`src/rtl/conv_tile_scheduler.sv`:
```
// Tile sequencer for one convolution layer on a square systolic array.
// Walks filter groups, then output rows, then column tiles, one descriptor in flight at a time.
module conv_tile_scheduler #(
  parameter int unsigned SYSTOLIC_SIZE = 16,
  parameter int unsigned IFM_SIZE      = 26,
  parameter int unsigned KERNEL_SIZE   = 1,
  parameter int unsigned NO_FILTER     = 255
) (
  input  logic        clk,
  input  logic        rst_n,
  input  logic        start,
  output logic        tile_valid,
  input  logic        tile_ready,
  output logic [15:0] tile_row,
  output logic [15:0] tile_col_base,
  output logic [15:0] tile_cols,
  output logic [15:0] filter_base,
  output logic [15:0] filter_cnt,
  output logic [15:0] count_tiling,
  output logic [15:0] count_filter,
  input  logic        tile_done,
  output logic        busy,
  output logic        done
);

  localparam int unsigned OFM_SIZE_CONV      = IFM_SIZE - KERNEL_SIZE + 1;
  localparam int unsigned NO_TILING_PER_LINE = (OFM_SIZE_CONV + SYSTOLIC_SIZE - 1) / SYSTOLIC_SIZE;
  localparam int unsigned NO_TILING          = NO_TILING_PER_LINE * OFM_SIZE_CONV;
  localparam int unsigned NO_FILTER_GROUP    = (NO_FILTER + SYSTOLIC_SIZE - 1) / SYSTOLIC_SIZE;

  localparam logic [15:0] SIZE_W = 16'(SYSTOLIC_SIZE);
  localparam logic [15:0] OFM_W  = 16'(OFM_SIZE_CONV);
  localparam logic [15:0] TPL_W  = 16'(NO_TILING_PER_LINE);
  localparam logic [15:0] NT_W   = 16'(NO_TILING);
  localparam logic [15:0] NFG_W  = 16'(NO_FILTER_GROUP);
  localparam logic [15:0] NF_W   = 16'(NO_FILTER);

  typedef enum logic [1:0] {StIdle, StIssue, StWait, StFin} state_e;

  state_e      state_q, state_d;
  logic [15:0] col_q, col_d, row_q, row_d;
  logic [15:0] tiling_q, tiling_d, filter_q, filter_d;
  logic        busy_q, busy_d, done_q, done_d;
  logic        load;
  logic        last_tile;
  logic [15:0] col_base_d, fbase_d;
  logic [15:0] col_base_q, cols_q, fbase_q, fcnt_q;

  // Remaining extent from base, capped at one array width.
  function automatic logic [15:0] clamp_fill(input logic [15:0] total, input logic [15:0] base);
    logic [15:0] rem;
    rem = total - base;
    return (rem > SIZE_W) ? SIZE_W : rem;
  endfunction

  assign last_tile = (tiling_q == NT_W - 16'd1) && (filter_q == NFG_W - 16'd1);

  always_comb begin
    state_d  = state_q;
    col_d    = col_q;
    row_d    = row_q;
    tiling_d = tiling_q;
    filter_d = filter_q;
    busy_d   = busy_q;
    done_d   = 1'b0;
    load     = 1'b0;
    unique case (state_q)
      StIdle: begin
        if (start) begin
          col_d    = '0;
          row_d    = '0;
          tiling_d = '0;
          filter_d = '0;
          busy_d   = 1'b1;
          load     = 1'b1;
          state_d  = StIssue;
        end
      end
      StIssue: begin
        if (tile_ready) state_d = StWait;
      end
      StWait: begin
        if (tile_done) begin
          if (last_tile) begin
            // Counters keep the final tile's values through FIN.
            busy_d  = 1'b0;
            done_d  = 1'b1;
            state_d = StFin;
          end else begin
            load     = 1'b1;
            state_d  = StIssue;
            tiling_d = tiling_q + 16'd1;
            col_d    = col_q + 16'd1;
            if (col_q + 16'd1 == TPL_W) begin
              col_d = '0;
              row_d = row_q + 16'd1;
              if (row_q + 16'd1 == OFM_W) begin
                row_d    = '0;
                tiling_d = '0;
                filter_d = filter_q + 16'd1;
              end
            end
          end
        end
      end
      StFin: begin
        state_d = StIdle;
      end
      default: state_d = StIdle;
    endcase
  end

  assign col_base_d = col_d * SIZE_W;
  assign fbase_d    = filter_d * SIZE_W;

  always_ff @(posedge clk or negedge rst_n) begin
    if (!rst_n) begin
      state_q    <= StIdle;
      col_q      <= '0;
      row_q      <= '0;
      tiling_q   <= '0;
      filter_q   <= '0;
      busy_q     <= 1'b0;
      done_q     <= 1'b0;
      col_base_q <= '0;
      cols_q     <= '0;
      fbase_q    <= '0;
      fcnt_q     <= '0;
    end else begin
      state_q  <= state_d;
      col_q    <= col_d;
      row_q    <= row_d;
      tiling_q <= tiling_d;
      filter_q <= filter_d;
      busy_q   <= busy_d;
      done_q   <= done_d;
      if (load) begin
        col_base_q <= col_base_d;
        cols_q     <= clamp_fill(OFM_W, col_base_d);
        fbase_q    <= fbase_d;
        fcnt_q     <= clamp_fill(NF_W, fbase_d);
      end
    end
  end

  assign tile_valid    = (state_q == StIssue);
  assign tile_row      = row_q;
  assign tile_col_base = col_base_q;
  assign tile_cols     = cols_q;
  assign filter_base   = fbase_q;
  assign filter_cnt    = fcnt_q;
  assign count_tiling  = tiling_q;
  assign count_filter  = filter_q;
  assign busy          = busy_q;
  assign done          = done_q;

endmodule

```
`config.mk`:
```
export PLATFORM = sky130hd
export DESIGN_NAME = conv_tile_scheduler
export DESIGN_NICKNAME = d
export VERILOG_FILES = /design/src/rtl/conv_tile_scheduler.sv
export SDC_FILE = /design/constraint.sdc
export NUM_CORES = 1
export LEC_CHECK = 0
export BUFFER_PORTS_ARGS = -buffer_cell sky130_fd_sc_hd__buf_4
export CAP_MARGIN = 15
export CORE_MARGIN = 4
export CORE_UTILIZATION = 45
export CTS_CLUSTER_SIZE = 8
export DETAILED_ROUTE_END_ITERATION = 10
export PLACE_DENSITY_LB_ADDON = 0.08
export SLEW_MARGIN = 10
export SYNTH_ARGS = -nofsm -noshare
export SYNTH_HDL_FRONTEND = slang
export SYNTH_SLANG_ARGS = --single-unit
export TNS_END_PERCENT = 100
```
`constraint.sdc`:
```
create_clock -name clk -period 8.8 [get_ports clk]
set_input_delay 0.44 -clock clk [delete_from_list [all_inputs] [get_ports clk]]
set_output_delay 0.44 -clock clk [all_outputs]
set_load 0.01 [all_outputs]
```
# [After elaboration in Yosys (flattened, before gate mapping)]
# Cells that the tools add are included.
[classes] addsub=6 magnitude_cmp=2 eq_ne=14 muxes=40 n_reduce_logical=8
[ops] cell="two-way mux 16 bit" count=20
[ops] cell="case mux 16 bit (2 select lines)" count=4
[ops] cell="adder 16 x 1 -> 16 bit, second input constant" count=4
[ops] cell="greater-than comparator 16 x 5 -> 1 bit, second input constant" count=2
[ops] cell="equality test 16 x 2 -> 1 bit, second input constant" count=1
[ops] cell="equality test 16 x 4 -> 1 bit, second input constant" count=1
[ops] cell="equality test 16 x 5 -> 1 bit, second input constant" count=1
[ops] cell="equality test 16 x 6 -> 1 bit, second input constant" count=1
[ops] cell="subtractor 5 x 16 -> 16 bit, first input constant" count=1
[ops] cell="subtractor 8 x 16 -> 16 bit, first input constant" count=1
[ops] cell="!= test 2 bit, second input constant" count=6
[ops] cell="two-way mux 1 bit" count=9
[ops] cell="two-way mux 2 bit" count=4
[ops] cell="case mux 2 bit (4 select lines)" count=1
[ops] cell="AND reduction 4 bit" count=2
[ops] cell="AND reduction 6 bit" count=1
[ops] cell="AND reduction 5 bit" count=1
[ops] cell="equality test 2 bit, second input constant" count=2
[ops] cell="case mux 1 bit (2 select lines)" count=2
[ops] cell="AND reduction 3 bit" count=1
[ops] cell="equality test 2 x 1 -> 1 bit, second input constant" count=1
[ops] cell="logical NOT 2 bit" count=1
[ops] cell="!= test 2 x 1 -> 1 bit, second input constant" count=1
[ops] cell="nonzero test 2 bit" count=1
[ops] cell="logical AND 1 bit" count=1
[word_totals] ff_bits=124 inputBits=5 out_inout_bits=115 elab_cells=83

# [Logic depth before layout (Yosys ltp)]
[depth] ltp_word=10 mapped_depth=18 mapped_depth_nobuf=14

# [Worst setup path after synthesis]
# OpenSTA, ideal clock, no wires.
[synth_timing] kind="register -> register" from="reg row_q[0] (netlist: tile_row[0])" to="reg fcnt_q[4] (netlist: filter_cnt[4])" setup_time_ns=0.121 t_arrival_ns=3.994 required_ns=8.679 slack_ns=4.685 stages_incl_launch_ff=17 path_buffers=2 period_less_slack_ns=4.115 cell_sequence="dfrtp_1 ha_1 nand3_1 nor3_1 mux2i_1 nand4_1 or4_1 buf_2 or4_1 and3_1 buf_2 ha_1 nor2_1 a41oi_1 a211oi_2 o211ai_2 o22a_1"
[synth_via] elab_chain_len=10
[synth_lines] element="from (decl)" line="41" source="logic [15:0] col_q, col_d, row_q, row_d;"
[synth_lines] element="from (signal assigned)" line="132" source="row_q <= row_d;"
[synth_lines] element="adder 16 x 1 -> 16 bit *" line="97" source="if (row_q + 16'd1 == OFM_W) begin"
[synth_lines] element="equality test 16 x 5 -> 1 bit *" line="97"
[synth_lines] element="two-way mux 16 bit *" line="97"
[synth_lines] element="two-way mux 16 bit *" line="94" source="if (col_q + 16'd1 == TPL_W) begin"
[synth_lines] element="two-way mux 16 bit *" line="84" source="if (last_tile) begin"
[synth_lines] element="two-way mux 16 bit *" line="83" source="if (tile_done) begin"
[synth_lines] element="case mux 16 bit (2 select lines) *" line="67" source="unique case (state_q)"
[synth_lines] element="subtractor 8 x 16 -> 16 bit *" line="52" source="rem = total - base;"
[synth_lines] element="greater-than comparator 16 x 5 -> 1 bit" line="53" source="return (rem > SIZE_W) ? SIZE_W : rem;"
[synth_lines] element="two-way mux 16 bit *" line="53"
[synth_lines] element="to (signal assigned)" line="141" source="fcnt_q <= clamp_fill(NF_W, fbase_d);"
[synth_lines] element="to (decl)" line="47" source="logic [15:0] col_base_q, cols_q, fbase_q, fcnt_q;"
# Every way passes the cells marked *; elsewhere a longest branch is shown, timed or not. The select of a mux whose other input is x is not followed.
# A chain may end at the register's enable or synchronous reset.

# [Worst setup path after layout]
[layout_timing] from="reg state_q[1]" to="reg cols_q[4] (netlist: tile_cols[4])"
[layout_via] elab_chain_len=5 word_cells_on_any_way=7 cone_classes="add/sub: 1; order compare: 1; eq/ne: 1; mux: 3; reduce/logical: 1"
[layout_lines] element="from (decl)" line="40" source="state_e state_q, state_d;"
[layout_lines] element="from (signal assigned)" line="118" source="state_q <= StIdle;"
[layout_lines] element="from (signal assigned)" line="130" source="state_q <= state_d;"
[layout_lines] element="equality test 2 bit / logical NOT 2 bit (equally long branches)" line="67"
[layout_lines] element="case mux 16 bit (2 select lines) *" line="67"
[layout_lines] element="via col_base_d[5]" line="46" source="logic [15:0] col_base_d, fbase_d;"
[layout_lines] element="subtractor 5 x 16 -> 16 bit *" line="52"
[layout_lines] element="greater-than comparator 16 x 5 -> 1 bit *" line="53"
[layout_lines] element="two-way mux 16 bit *" line="53"
[layout_lines] element="to (signal assigned)" line="139" source="cols_q <= clamp_fill(OFM_W, col_base_d);"
[layout_lines] element="to (decl)" line="47"
# Mark *: on every way through the listed nets, which the timed path passes. The rest lies on a longest branch.

==> qor.csv <==
stage,metric,value,unit
final_layout,area_delta_synth_final,22.11,%
timing,setup_viol,0,
floorplan,fp-row-count,43,
yosys,yosysTopAreaCellShare,45.18,%
worst_setup_path,rr_endpoint,tile_cols[4],
timing,fin_setup_tns,0,ps
worst_setup_path,end_kind,register,
placed_design,place_congestion,0.8444,
worst_setup_path,crit_type,reg -> reg,
timing,max_slew_margin,28.72,%
routing,drcViolationCount,0,
floorplan,dieHeight,128.5,microns
worst_setup_path,cp-startpoint,state_q[1],
floorplan,dieArea,16510,sq um
worst_setup_path,r2r_cells,10,
timing,final-max-slew-violation-count,0,
clocking,numCtsBuffers,17,
clocking,clockBufferDepth,2,
yosys,yosysUniqueCellTypes,72,
global_routing,globalRouteOverflowTotal,0,
global_routing,antenna_found_initial,0,
timing,worst_slew_pin_slew,1062,ps
yosys,ys_ff_latch,118,
yosys,synth_adder_area_share,1.723,%
yosys,seq_area_frac_synth,45.18,%
yosys,synth_compound_area_share,14.09,%
yosys,syn_inst,730,
worst_setup_path,cp.depth,10,
worst_setup_path,r2r_start,state_q[1],
worst_setup_path,arrival,5160,ps
yosys,async_reset_ff_share,100.0,%
clocking,postCtsHoldBufs,0,
floorplan,die_x,128.5,microns
global_routing,busiest_layer,met2,
routing,wl_per_cell,17.09,microns
yosys,yosys.area_share.simple,27.05,%
power_and_ir_drop,vdd_drop_max,0.2174,mV
yosys,synthTopCellsByArea,"dfrtp_1 (45%), nand2_1 (5.2%), o21ai_0 (5.1%), nor2_1 (3.1%), xor2_1 (2.5%)",
yosys,synth_top_family_by_area,simple AND/OR/NAND/NOR gates,
clocking,cts_max_level,4,
final_layout,nFillCells,1252,
worst_setup_path,cp_max_fo,17,
floorplan,core-area,14040,sq um
final_layout,seqCellArea,2953,sq um
placed_design,post-place-ws,4004,ps
worst_setup_path,cp_top_family,compound AO/OA/AOI/OAI gates,
global_routing,grt_pass1_vias,5353,
clocking,cts_tree,done,
power_and_ir_drop,cellPowerDensity,211.6,nW/um^2
global_routing,grt_use_met1,29.75,%
final_layout,drive_gt1_share,19.83,%
routing,drtPass1Iterations,5,
yosys,muxShareOfSynthArea,0.7658,%
yosys,syn_area,6535,sq um
timing,finClkSkew,11.07,ps
floorplan,initial_core_util,46.54,%
power_and_ir_drop,power.total,1.689,mW
yosys,syn_avg_cell_area,8.952,sq um
timing,fin_crit_sh,55.48,%
timing,period_needed,4882,ps
routing,vias,5700,
clocking,cts_setup_buffers,0,
outcome,status,completed,
yosys,synth_top_flop_cell,dfrtp_1,
yosys,synth_edf_count,0,
worst_setup_path,endpoint,tile_cols[4],
timing,fin_hold_ws,67.85,ps
global_routing,track_usage,21.15,%
placed_design,dp_hpwl,11840,microns
clocking,ctsResizeCount,0,
routing,finalWirelength,17210,microns
floorplan,io_pins,120,
clocking,clk_pin_slew_worst_paths,60,ps
flow_run,cap_violations,0,
clocking,cts.sinks,118,
yosys,synth_top_area_cell,dfrtp_1,
global_routing,grt_max_degree,67,
yosys,yosys_warnings,0,
timing,fmax,204.8,MHz
hold_path,min_path_type,in -> async,
placed_design,portBuffers,109,
timing,hold_viol,0,
worst_setup_path,crit_chain,nor2b_1 > nand2_1 > a21oi_1 > o21ai_1 > o21ai_0 > inv_1 > ha_1 > or4_1 > a2111oi_0 > nor2_1,
clocking,cts_root_buffer,clkbuf_16,
global_routing,globalRouteMet2Util,32.30,%
worst_setup_path,worst-path-buf-inv,1,
clocking,clk_latency,420,ps
routing,ant_nets,0,
routing,drt-vias-per-instance,5.660,
routing,drtIter0Drc,543,
final_layout,multi_input_area,3224,sq um
worst_setup_path,cp_slowest_cell,nor2b_1,
global_routing,met3_usage,5.521,%
timing,setup_slack,3918,ps
worst_setup_path,startpoint_type,register,
worst_setup_path,crit_required,9080,ps
worst_setup_path,worst_path_largest_cell_delay,840,ps
final_layout,utilization,56.83,%
yosys,synthXorXnorAreaFrac,4.959,%
final_layout,n_antenna_cell,0,
final_layout,layout.nets,828,
power_and_ir_drop,leakage,3.830,nW
worst_setup_path,r2r_setup_slack,3920,ps
timing,rsz0062_at_grt,false,
global_routing,grt_pass1_wl,27930,microns
## cell type report
| type | count | area share, % |
|---|---|---|
| clock buffers | 20 | 5.723 |
| clock inverters | 12 | 2.195 |
| inverters | 26 | 1.223 |
| multi-input cells | 538 | 40.40 |
| flip-flops and latches | 118 | 37.00 |
| well taps | 180 | 2.822 |
| repair buffers | 113 | 10.63 |
## synth_stat cells, drive strengths merged (2+ instances only)
| cell | number |
|---|---|
| a211o | 2 |
| o31ai | 11 |
| mux2i | 5 |
| xnor2 | 18 |
| nor4 | 20 |
| a21boi | 3 |
| o21ai | 74 |
| inv | 26 |
| nand3 | 27 |
| nand2b | 8 |
| dfrtp | 118 |
| and4 | 7 |
| nand4 | 25 |
| nor3 | 15 |
| nand2 | 91 |
| nor2 | 54 |
| ha | 9 |
| a31oi | 5 |
| buf | 37 |
| nor2b | 8 |
| o41ai | 3 |
| a21o | 8 |
| and4b | 3 |
| o211ai | 3 |
| o31a | 2 |
| or4b | 3 |
| clkbuf | 20 |
| a311oi | 2 |
| or4 | 7 |
| or3 | 6 |
| xor2 | 19 |
| and3 | 18 |
| and2 | 24 |
| or2 | 4 |
| o2bb2ai | 2 |
| o22ai | 2 |
| a21oi | 22 |
| nand4b | 2 |
## worst reg2reg max path, delay by kind of cell, from the launching register on
family	cells	cell delay [ps]
DFF	1	520
buffers and inverters	1	80
AOI/OAI and AO/OA	4	2180
and+or+nand+nor	4	1720
adders and majority gates	1	240
## worst min-delay path by stage
stage	start	endpoint	slack, ps	depth (start not counted)
floorplan	rst_n	busy	140	0
global placement	filter_base[12]	filter_base[12]	470	2
detailed placement	filter_base[12]	filter_base[12]	460	2
CTS	rst_n	tile_row[5]	90	1
global route	rst_n	tile_row[5]	120	1
finish	rst_n	tile_row[5]	70	1
## layer usage
metal / part of all wire [%] / routed length (microns)
met1: 45 / 7830
met5: 0 / 0
met3: 5.7 / 989
met2: 48 / 8213
met4: 1.0 / 179
## through the flow
step / instances / area [sq um]
6_report: 1007 / 7980
5_1_grt: 1007 / 7980
4_1_cts: 1007 / 7980
3_5_place_dp: 975 / 7348
3_3_place_gp: 975 / 7348
2_1_floorplan: 739 / 6569
## kinds of logic after synthesis
family	after synthesis
and+or+nand+nor	327
AOI/OAI and AO/OA	150
DFF	118
buffers and inverters	83
xor gates and xnor gates	37
adders and majority gates	9
muxes	5
other	1
## sequential cells by signal, summed over array words and instances (netlist names)
name,count
busy,1
count_filter,16
filter_cnt,13
count_tiling,16
tile_col_base,12
state_q,2
tile_cols,13
filter_base,12
tile_row,16
col_q,16
done,1
## power breakdown
group          switching, mW  internal [mW]  total [mW]
sequential            0.0419          0.570       0.612
combinational          0.239         0.0999       0.339
clock                  0.250          0.488       0.738
total                  0.531           1.16        1.69
## placed cells by master (no fill, tap or decap), types with 4 or more instances in the layout
| cell | synthesis | routed |
|---|---|---|
| a21o_1 | 8 | 8 |
| a21oi_1 | 22 | 22 |
| a31oi_1 | 5 | 5 |
| and2_1 | 23 | 23 |
| and3_1 | 17 | 17 |
| and4_1 | 6 | 6 |
| buf_4 | 18 | 113 |
| bufinv_16 | 0 | 4 |
| clkbuf_16 | 0 | 17 |
| conb_1 | 1 | 10 |
| dfrtp_1 | 118 | 118 |
| ha_1 | 9 | 9 |
| inv_1 | 26 | 26 |
| mux2i_1 | 5 | 5 |
| nand2_1 | 91 | 91 |
| nand2b_1 | 8 | 8 |
| nand3_1 | 26 | 26 |
| nand4_1 | 23 | 23 |
| nor2_1 | 54 | 54 |
| nor2b_1 | 8 | 8 |
| nor3_1 | 13 | 13 |
| nor4_1 | 18 | 18 |
| o21ai_0 | 67 | 65 |
| o21ai_1 | 7 | 8 |
| o31ai_1 | 11 | 11 |
| or2_2 | 4 | 4 |
| or3_1 | 6 | 6 |
| or4_1 | 7 | 7 |
| xnor2_1 | 18 | 18 |
| xor2_1 | 19 | 19 |
Note: power is estimated with default switching activity, not from simulation.
